--- src/rtl/fetch_queue_pkg.sv ---
// Shared types and constants for the instruction-fetch queue: FSM encoding,
// queue entry layout, default NOP word and word-size helpers.
package fetch_queue_pkg;

  typedef enum logic [1:0] {
    ST_IDLE       = 2'd0,
    ST_WAIT       = 2'd1,
    ST_WAIT_STALE = 2'd2
  } fq_state_e;

  typedef struct packed {
    logic [31:0] pc;
    logic [31:0] instr;
  } fq_entry_t;

  localparam logic [31:0] NOP_INSTR_DEF = 32'h0;
  localparam logic [31:0] WORD_BYTES    = 32'd4;

  function automatic logic [31:0] word_align(input logic [31:0] addr);
    return {addr[31:2], 2'b00};
  endfunction

endpackage

--- src/rtl/fetch_queue_if.sv ---
// Memory request/ack, core instruction and redirect signals of the fetch stage.
// master = fetch_queue side, slave = memory plus core side.
interface fetch_queue_if;
  logic        mem_req;
  logic [31:0] mem_addr;
  logic        mem_ack;
  logic [31:0] mem_rdata;
  logic [31:0] instr;
  logic [31:0] instr_pc;
  logic        instr_valid;
  logic        instr_take;
  logic        redirect;
  logic [31:0] redirect_pc;

  modport master (
    output mem_req, mem_addr, instr, instr_pc, instr_valid,
    input  mem_ack, mem_rdata, instr_take, redirect, redirect_pc
  );

  modport slave (
    input  mem_req, mem_addr, instr, instr_pc, instr_valid,
    output mem_ack, mem_rdata, instr_take, redirect, redirect_pc
  );
endinterface

--- src/rtl/fetch_queue_fifo.sv ---
// DEPTH-entry circular buffer of {pc, instr}; push visible at head next cycle.
// Push and pop together are allowed when full; a push into a full queue without pop is dropped.
module fetch_queue_fifo import fetch_queue_pkg::*; #(
  parameter int DEPTH = 4
) (
  input  logic                         clk,
  input  logic                         reset,
  input  logic                         flush_i,
  input  logic                         push_i,
  input  fq_entry_t                    push_dat_i,
  input  logic                         pop_i,
  output logic [$clog2(DEPTH+1)-1:0]   count_o,
  output fq_entry_t                    head_o
);

  localparam int AW = $clog2(DEPTH);
  localparam int CW = $clog2(DEPTH + 1);
  localparam logic [CW-1:0] FULL = CW'(DEPTH);

  fq_entry_t     mem_q [DEPTH];
  logic [AW-1:0] rd_ptr_q, rd_ptr_d, wr_ptr_q, wr_ptr_d;
  logic [CW-1:0] cnt_q, cnt_d;
  logic          do_push, do_pop;

  assign do_pop  = pop_i && (cnt_q != '0);
  assign do_push = push_i && ((cnt_q != FULL) || do_pop);

  always_comb begin
    rd_ptr_d = rd_ptr_q;
    wr_ptr_d = wr_ptr_q;
    cnt_d    = cnt_q;
    if (flush_i) begin
      rd_ptr_d = '0;
      wr_ptr_d = '0;
      cnt_d    = '0;
    end else begin
      if (do_push) wr_ptr_d = wr_ptr_q + AW'(1);
      if (do_pop)  rd_ptr_d = rd_ptr_q + AW'(1);
      case ({do_push, do_pop})
        2'b10:   cnt_d = cnt_q + CW'(1);
        2'b01:   cnt_d = cnt_q - CW'(1);
        default: cnt_d = cnt_q;
      endcase
    end
  end

  always_ff @(posedge clk) begin
    if (reset) begin
      rd_ptr_q <= '0;
      wr_ptr_q <= '0;
      cnt_q    <= '0;
    end else begin
      rd_ptr_q <= rd_ptr_d;
      wr_ptr_q <= wr_ptr_d;
      cnt_q    <= cnt_d;
    end
  end

  // Storage needs no reset: count gates every read of it.
  always_ff @(posedge clk) begin
    if (do_push && !flush_i) mem_q[wr_ptr_q] <= push_dat_i;
  end

  assign count_o = cnt_q;
  assign head_o  = mem_q[rd_ptr_q];

endmodule

--- src/rtl/fetch_queue.sv ---
// Fetch stage: issues word requests while queue credit remains, buffers responses, flushes on redirect.
// Ack in cycle N shows at an empty head in N+1; requests stop once queued plus in-flight words reach DEPTH.
module fetch_queue import fetch_queue_pkg::*; #(
  parameter int          DEPTH     = 4,
  parameter logic [31:0] RESET_PC  = 32'h0,
  parameter logic [31:0] NOP_INSTR = NOP_INSTR_DEF
) (
  input  logic          clk,
  input  logic          reset,
  fetch_queue_if.master bus
);

  localparam int CW = $clog2(DEPTH + 1);
  localparam logic [CW-1:0] FULL = CW'(DEPTH);

  fq_state_e     state_q, state_d;
  logic [31:0]   fetch_pc_q, fetch_pc_d;
  logic [31:0]   addr_q, addr_d;
  logic [CW-1:0] fifo_cnt, cnt_nxt;
  fq_entry_t     head, push_dat;
  logic          valid, xfer, flush, push, pop, credit;
  logic [31:0]   rpc, pc_inc;

  assign valid    = fifo_cnt != '0;
  assign xfer     = (state_q != ST_IDLE) && bus.mem_ack;
  assign flush    = bus.redirect;
  assign push     = (state_q == ST_WAIT) && xfer && !flush;
  assign pop      = bus.instr_take && valid && !flush;
  assign rpc      = word_align(bus.redirect_pc);
  assign pc_inc   = fetch_pc_q + WORD_BYTES;
  assign push_dat = '{pc: addr_q, instr: bus.mem_rdata};

  // Occupancy after this cycle's push/take/flush; one more request fits if below DEPTH.
  always_comb begin
    cnt_nxt = fifo_cnt;
    if (flush)              cnt_nxt = '0;
    else if (push && !pop)  cnt_nxt = fifo_cnt + CW'(1);
    else if (pop && !push)  cnt_nxt = fifo_cnt - CW'(1);
  end
  assign credit = cnt_nxt < FULL;

  always_comb begin
    state_d    = state_q;
    fetch_pc_d = fetch_pc_q;
    addr_d     = addr_q;
    unique case (state_q)
      ST_IDLE: begin
        if (flush) begin
          fetch_pc_d = rpc;
          addr_d     = rpc;
          state_d    = ST_WAIT;
        end else if (credit) begin
          addr_d  = fetch_pc_q;
          state_d = ST_WAIT;
        end
      end
      ST_WAIT: begin
        if (flush) begin
          fetch_pc_d = rpc;
          // Address must not move mid-request, so a redirect without ack waits out the old transfer.
          if (xfer) addr_d  = rpc;
          else      state_d = ST_WAIT_STALE;
        end else if (xfer) begin
          fetch_pc_d = pc_inc;
          if (credit) addr_d  = pc_inc;
          else        state_d = ST_IDLE;
        end
      end
      ST_WAIT_STALE: begin
        if (flush) fetch_pc_d = rpc;
        if (xfer) begin
          addr_d  = flush ? rpc : fetch_pc_q;
          state_d = credit ? ST_WAIT : ST_IDLE;
        end
      end
      default: state_d = ST_IDLE;
    endcase
  end

  always_ff @(posedge clk) begin
    if (reset) begin
      state_q    <= ST_IDLE;
      fetch_pc_q <= RESET_PC;
      addr_q     <= RESET_PC;
    end else begin
      state_q    <= state_d;
      fetch_pc_q <= fetch_pc_d;
      addr_q     <= addr_d;
    end
  end

  fetch_queue_fifo #(.DEPTH(DEPTH)) u_fifo (
    .clk        (clk),
    .reset      (reset),
    .flush_i    (flush),
    .push_i     (push),
    .push_dat_i (push_dat),
    .pop_i      (pop),
    .count_o    (fifo_cnt),
    .head_o     (head)
  );

  assign bus.mem_req     = state_q != ST_IDLE;
  assign bus.mem_addr    = addr_q;
  assign bus.instr_valid = valid;
  assign bus.instr       = valid ? head.instr : NOP_INSTR;
  assign bus.instr_pc    = valid ? head.pc : '0;

endmodule

--- src/flat_wrapper.sv ---
// flat-port wrapper written by rule: the top's interface ports become plain ports
module fetch_queue_flat import fetch_queue_pkg::*;
#(
  parameter int          DEPTH     = 4,
  parameter logic [31:0] RESET_PC  = 32'h0,
  parameter logic [31:0] NOP_INSTR = NOP_INSTR_DEF
)
  (clk, reset, bus_mem_req, bus_mem_addr, bus_instr, bus_instr_pc, bus_instr_valid, bus_mem_ack, bus_mem_rdata, bus_instr_take, bus_redirect, bus_redirect_pc);
  fetch_queue_if bus_i ();
  input  logic clk;
  input  logic reset;
  output wire logic [$bits(bus_i.mem_req)-1:0] bus_mem_req;
  output wire logic [$bits(bus_i.mem_addr)-1:0] bus_mem_addr;
  output wire logic [$bits(bus_i.instr)-1:0] bus_instr;
  output wire logic [$bits(bus_i.instr_pc)-1:0] bus_instr_pc;
  output wire logic [$bits(bus_i.instr_valid)-1:0] bus_instr_valid;
  input wire logic [$bits(bus_i.mem_ack)-1:0] bus_mem_ack;
  input wire logic [$bits(bus_i.mem_rdata)-1:0] bus_mem_rdata;
  input wire logic [$bits(bus_i.instr_take)-1:0] bus_instr_take;
  input wire logic [$bits(bus_i.redirect)-1:0] bus_redirect;
  input wire logic [$bits(bus_i.redirect_pc)-1:0] bus_redirect_pc;
  assign bus_mem_req = bus_i.mem_req;
  assign bus_mem_addr = bus_i.mem_addr;
  assign bus_instr = bus_i.instr;
  assign bus_instr_pc = bus_i.instr_pc;
  assign bus_instr_valid = bus_i.instr_valid;
  assign bus_i.mem_ack = bus_mem_ack;
  assign bus_i.mem_rdata = bus_mem_rdata;
  assign bus_i.instr_take = bus_instr_take;
  assign bus_i.redirect = bus_redirect;
  assign bus_i.redirect_pc = bus_redirect_pc;
  fetch_queue #(.DEPTH(DEPTH), .RESET_PC(RESET_PC), .NOP_INSTR(NOP_INSTR)) u_core (.clk(clk), .reset(reset), .bus(bus_i));
endmodule
--- config.mk ---
export PLATFORM = sky130hd
export DESIGN_NAME = fetch_queue_flat
export DESIGN_NICKNAME = d
export VERILOG_FILES = /design/src/rtl/fetch_queue_pkg.sv /design/src/rtl/fetch_queue_if.sv /design/src/rtl/fetch_queue_fifo.sv /design/src/rtl/fetch_queue.sv /design/src/flat_wrapper.sv
export SDC_FILE = /design/constraint.sdc
export NUM_CORES = 1
export LEC_CHECK = 0
export BUFFER_PORTS_ARGS = -buffer_cell sky130_fd_sc_hd__clkbuf_2
export CORE_ASPECT_RATIO = 1.1
export CORE_MARGIN = 2
export CORE_UTILIZATION = 63
export CTS_CLUSTER_DIAMETER = 100
export CTS_CLUSTER_SIZE = 10
export DETAILED_ROUTE_END_ITERATION = 7
export PLACE_DENSITY = 0.82
export SETUP_SLACK_MARGIN = 0.3
export SYNTH_ARGS = -nofsm -noshare
export SYNTH_HDL_FRONTEND = slang
export SYNTH_SLANG_ARGS = --single-unit
--- constraint.sdc ---
create_clock -name clk -period 5.3 [get_ports clk]
set_clock_uncertainty 0.2 [all_clocks]
set_input_delay 0.795 -clock clk [delete_from_list [all_inputs] [get_ports clk]]
set_output_delay 0.795 -clock clk [all_outputs]
set_load 0.01 [all_outputs]
==> out/qor.yml <==
status: "finished, final reports clean"
place.port_buffers: 164
syn_nets: 1109
fin_tns_setup_ps: 0
leakagePower_uw: 0.00580
num_vias: 9779
drc_errors: 0
num_rows: 58
die_h_um: 164
htreeDepth: 2
slew_headroom_pct: 27.2
cts_tree: "yes"
rr_worst_depth: 4
cts_resized: 0
diodes: 0
yosysSeqAreaShare_pct: 63.0
globalRouteTotalUtil_pct: 29.0
yosys.area.top_type: "edfxtp_1"
dieArea_um2: 24400
hold_buffers: 0
cp_max_fo: 41
drt_pre_antenna_iters: 7
cp_slowest_cell: "dfxtp_2"
area_growth_syn_to_layout_pct: 13.9
async_flop_share_pct: 0
tightest_slew_ps: 1080
critPathMaxStageDelay_ps: 760
max-cap-violations: 0
grt_max_degree: 67
crit_path_cell_trace: "buf_4, mux4_2, and2_1, clkbuf_2"
antenna_found_initial: 0
hold_depth: 1
start_kind: "flip-flop"
cts.reportedPaths.clkPinSlew_ps: 50
drive_gt1_share_pct: 25.9
design.core.area_um2: 22800
place_ws_ps: 1800
synth_cells: 1032
fmax_mhz: 271
min_period_ps: 3690
rsz0062_at_grt: "false"
hold_path_class: "reg2reg"
place_hpwl_mm: 21.3
gr-total-overflow: 0
peakVddDrop_mv: 0.259
yosysWarnings: 0
gp_congestion: 0.961
cts.path.max_buffers: 3
ys_ff_latch: 331
synth_enable_flop_cells: 256
drv_slew: 0
critPathKind: "reg2out"
finalCritPeriodShare_pct: 69.6
wire_per_inst_um: 23.6
required_ps: 4300
nets: 1242
wirelength_mm: 35.1
ioPinCount: 167
p_per_area_nw_per_um2: 346
synth-main-ff-cell: "edfxtp_1"
via_per_inst: 6.57
root_buffer: "clkbuf_16"
grt_pass1_vias: 9567
cts_setup_buffers: 0
drtIter0Drc: 1044
yosysUniqueCellTypes: 72
setup_ws_ps: 1610
ant_nets: 0
synth_area_per_cell_um2: 14.1
setup_viol: 0
insertion_delay_ps: 520
synth.top_cells.by_count: "edfxtp_1, dfxtp_1, and2_1"
clock_sinks: 331
hold_violations: 0
crit_path_end_kind: "output pin"
crit_arrival_ps: 2700
synth_top_area_share_pct: 52.7
die_x_um: 149
grt_pass1_wl_mm: 54.0
syn_area_um2: 14600
numCtsBuffers: 39
yosysMostFrequentCell: "edfxtp_1"
start_util_pct: 64.0
synth_area_leaders: "edfxtp_1, dfxtp_1, mux4_2, and2_1, nor2_1"
-- flip-flops by register name (all words and copies together), names as in the netlist, named ones only --
| register | count |
|---|---|
| u_core.u_fifo.mem_q | 256 |
| u_core.bus.mem_addr | 32 |
| u_core.fetch_pc_q | 32 |
| u_core.u_fifo.count_o | 3 |
| u_core.state_q | 2 |
| u_core.u_fifo.rd_ptr_q | 2 |
| u_core.u_fifo.wr_ptr_q | 2 |
-- stage by stage --
step                      cell area, um2  power (uW)  util (%)  hold WS, ps  std cells
final                              16600        5760      73.0          290       1488
after global routing               16600        5910      73.0          296       1488
after CTS                          16600        5760      73.0          281       1488
after detailed placement           15500        3420      68.1          245       1424
after global placement             15500        3400      68.1          236       1424
after floorplan                    14600        3240         -          226       1032
-- per-layer routing --
metal | global-route usage, % | share of wire [%] | vias to the layer above
met3 | 4.89 | 8.7 | 77
met4 | 8.79 | 2.5 | 0
met5 | 0 | 0 | -
met1 | 38.1 | 38 | 4882
li1 | - | - | 4290
met2 | 50.1 | 51 | 530
-- cell usage in the layout (no fill, tap or decap), types with 15 or more instances in the layout --
master / synthesis / routed
a21oi_1: 29 / 29
and2_1: 70 / 66
clkbuf_1: 40 / 21
clkbuf_16: 0 / 40
clkbuf_2: 1 / 164
dfxtp_1: 75 / 73
edfxtp_1: 256 / 256
inv_1: 19 / 18
mux4_2: 64 / 64
nand2_1: 45 / 45
nand2b_1: 19 / 19
nand3_1: 21 / 21
nor2_1: 55 / 55
nor3_1: 22 / 22
o21ai_0: 22 / 22
o2bb2ai_1: 15 / 15
-- layout make-up --
| cell class | count | area, um2 |
|---|---|---|
| flip-flops and latches | 331 | 9190 |
| fillers | 1432 | 6160 |
| multi-input cells | 597 | 4960 |
| clock buffers | 61 | 1080 |
| repair buffers | 177 | 918 |
| well taps | 300 | 375 |
| inverters | 19 | 71.3 |
| clock inverters | 3 | 33.8 |
-- critical path: cells and delay by family, from the launching register on --
| family | cells | cell delay [ps] |
|---|---|---|
| multiplexers | 1 | 420 |
| flip-flops | 1 | 760 |
| AND/OR/NAND/NOR | 1 | 180 |
| buffers and inverters | 2 | 770 |
-- report_power, final --
part	leakage [uW]	switching, uW	total [uW]	internal (uW)
Combinational	0.00231	244	409	165
Clock	0.000534	985	2380	1390
Sequential	0.00295	95.7	2970	2870
Total	0.00580	1320	5760	4430
-- logic make-up (layout without fill, tap and decap cells) --
kind of cell | after synthesis | after routing | share of synthesized area [%]
mux | 81 | 81 | 11.1
fa+ha+maj | 8 | 8 | 0.686
buf+inv | 104 | 260 | 3.19
flops | 331 | 331 | 63.0
simple gates | 304 | 304 | 11.6
compound gates | 186 | 186 | 9.43
xor+xnor | 18 | 18 | 1.08
-- worst paths after layout --
| path | startpoint | to | slack (ps) |
|---|---|---|---|
| max | flip-flop | bus_instr_pc[8] | 1610 |
| min | u_core.fetch_pc_q[0] | u_core.fetch_pc_q[0] | 290 |
| min reg2reg | u_core.fetch_pc_q[0] | u_core.fetch_pc_q[0] | 290 |
| max reg2reg | u_core.state_q[0] | u_core.u_fifo.mem_q[2][15] | 2150 |
(Power assumes the default switching activity.)
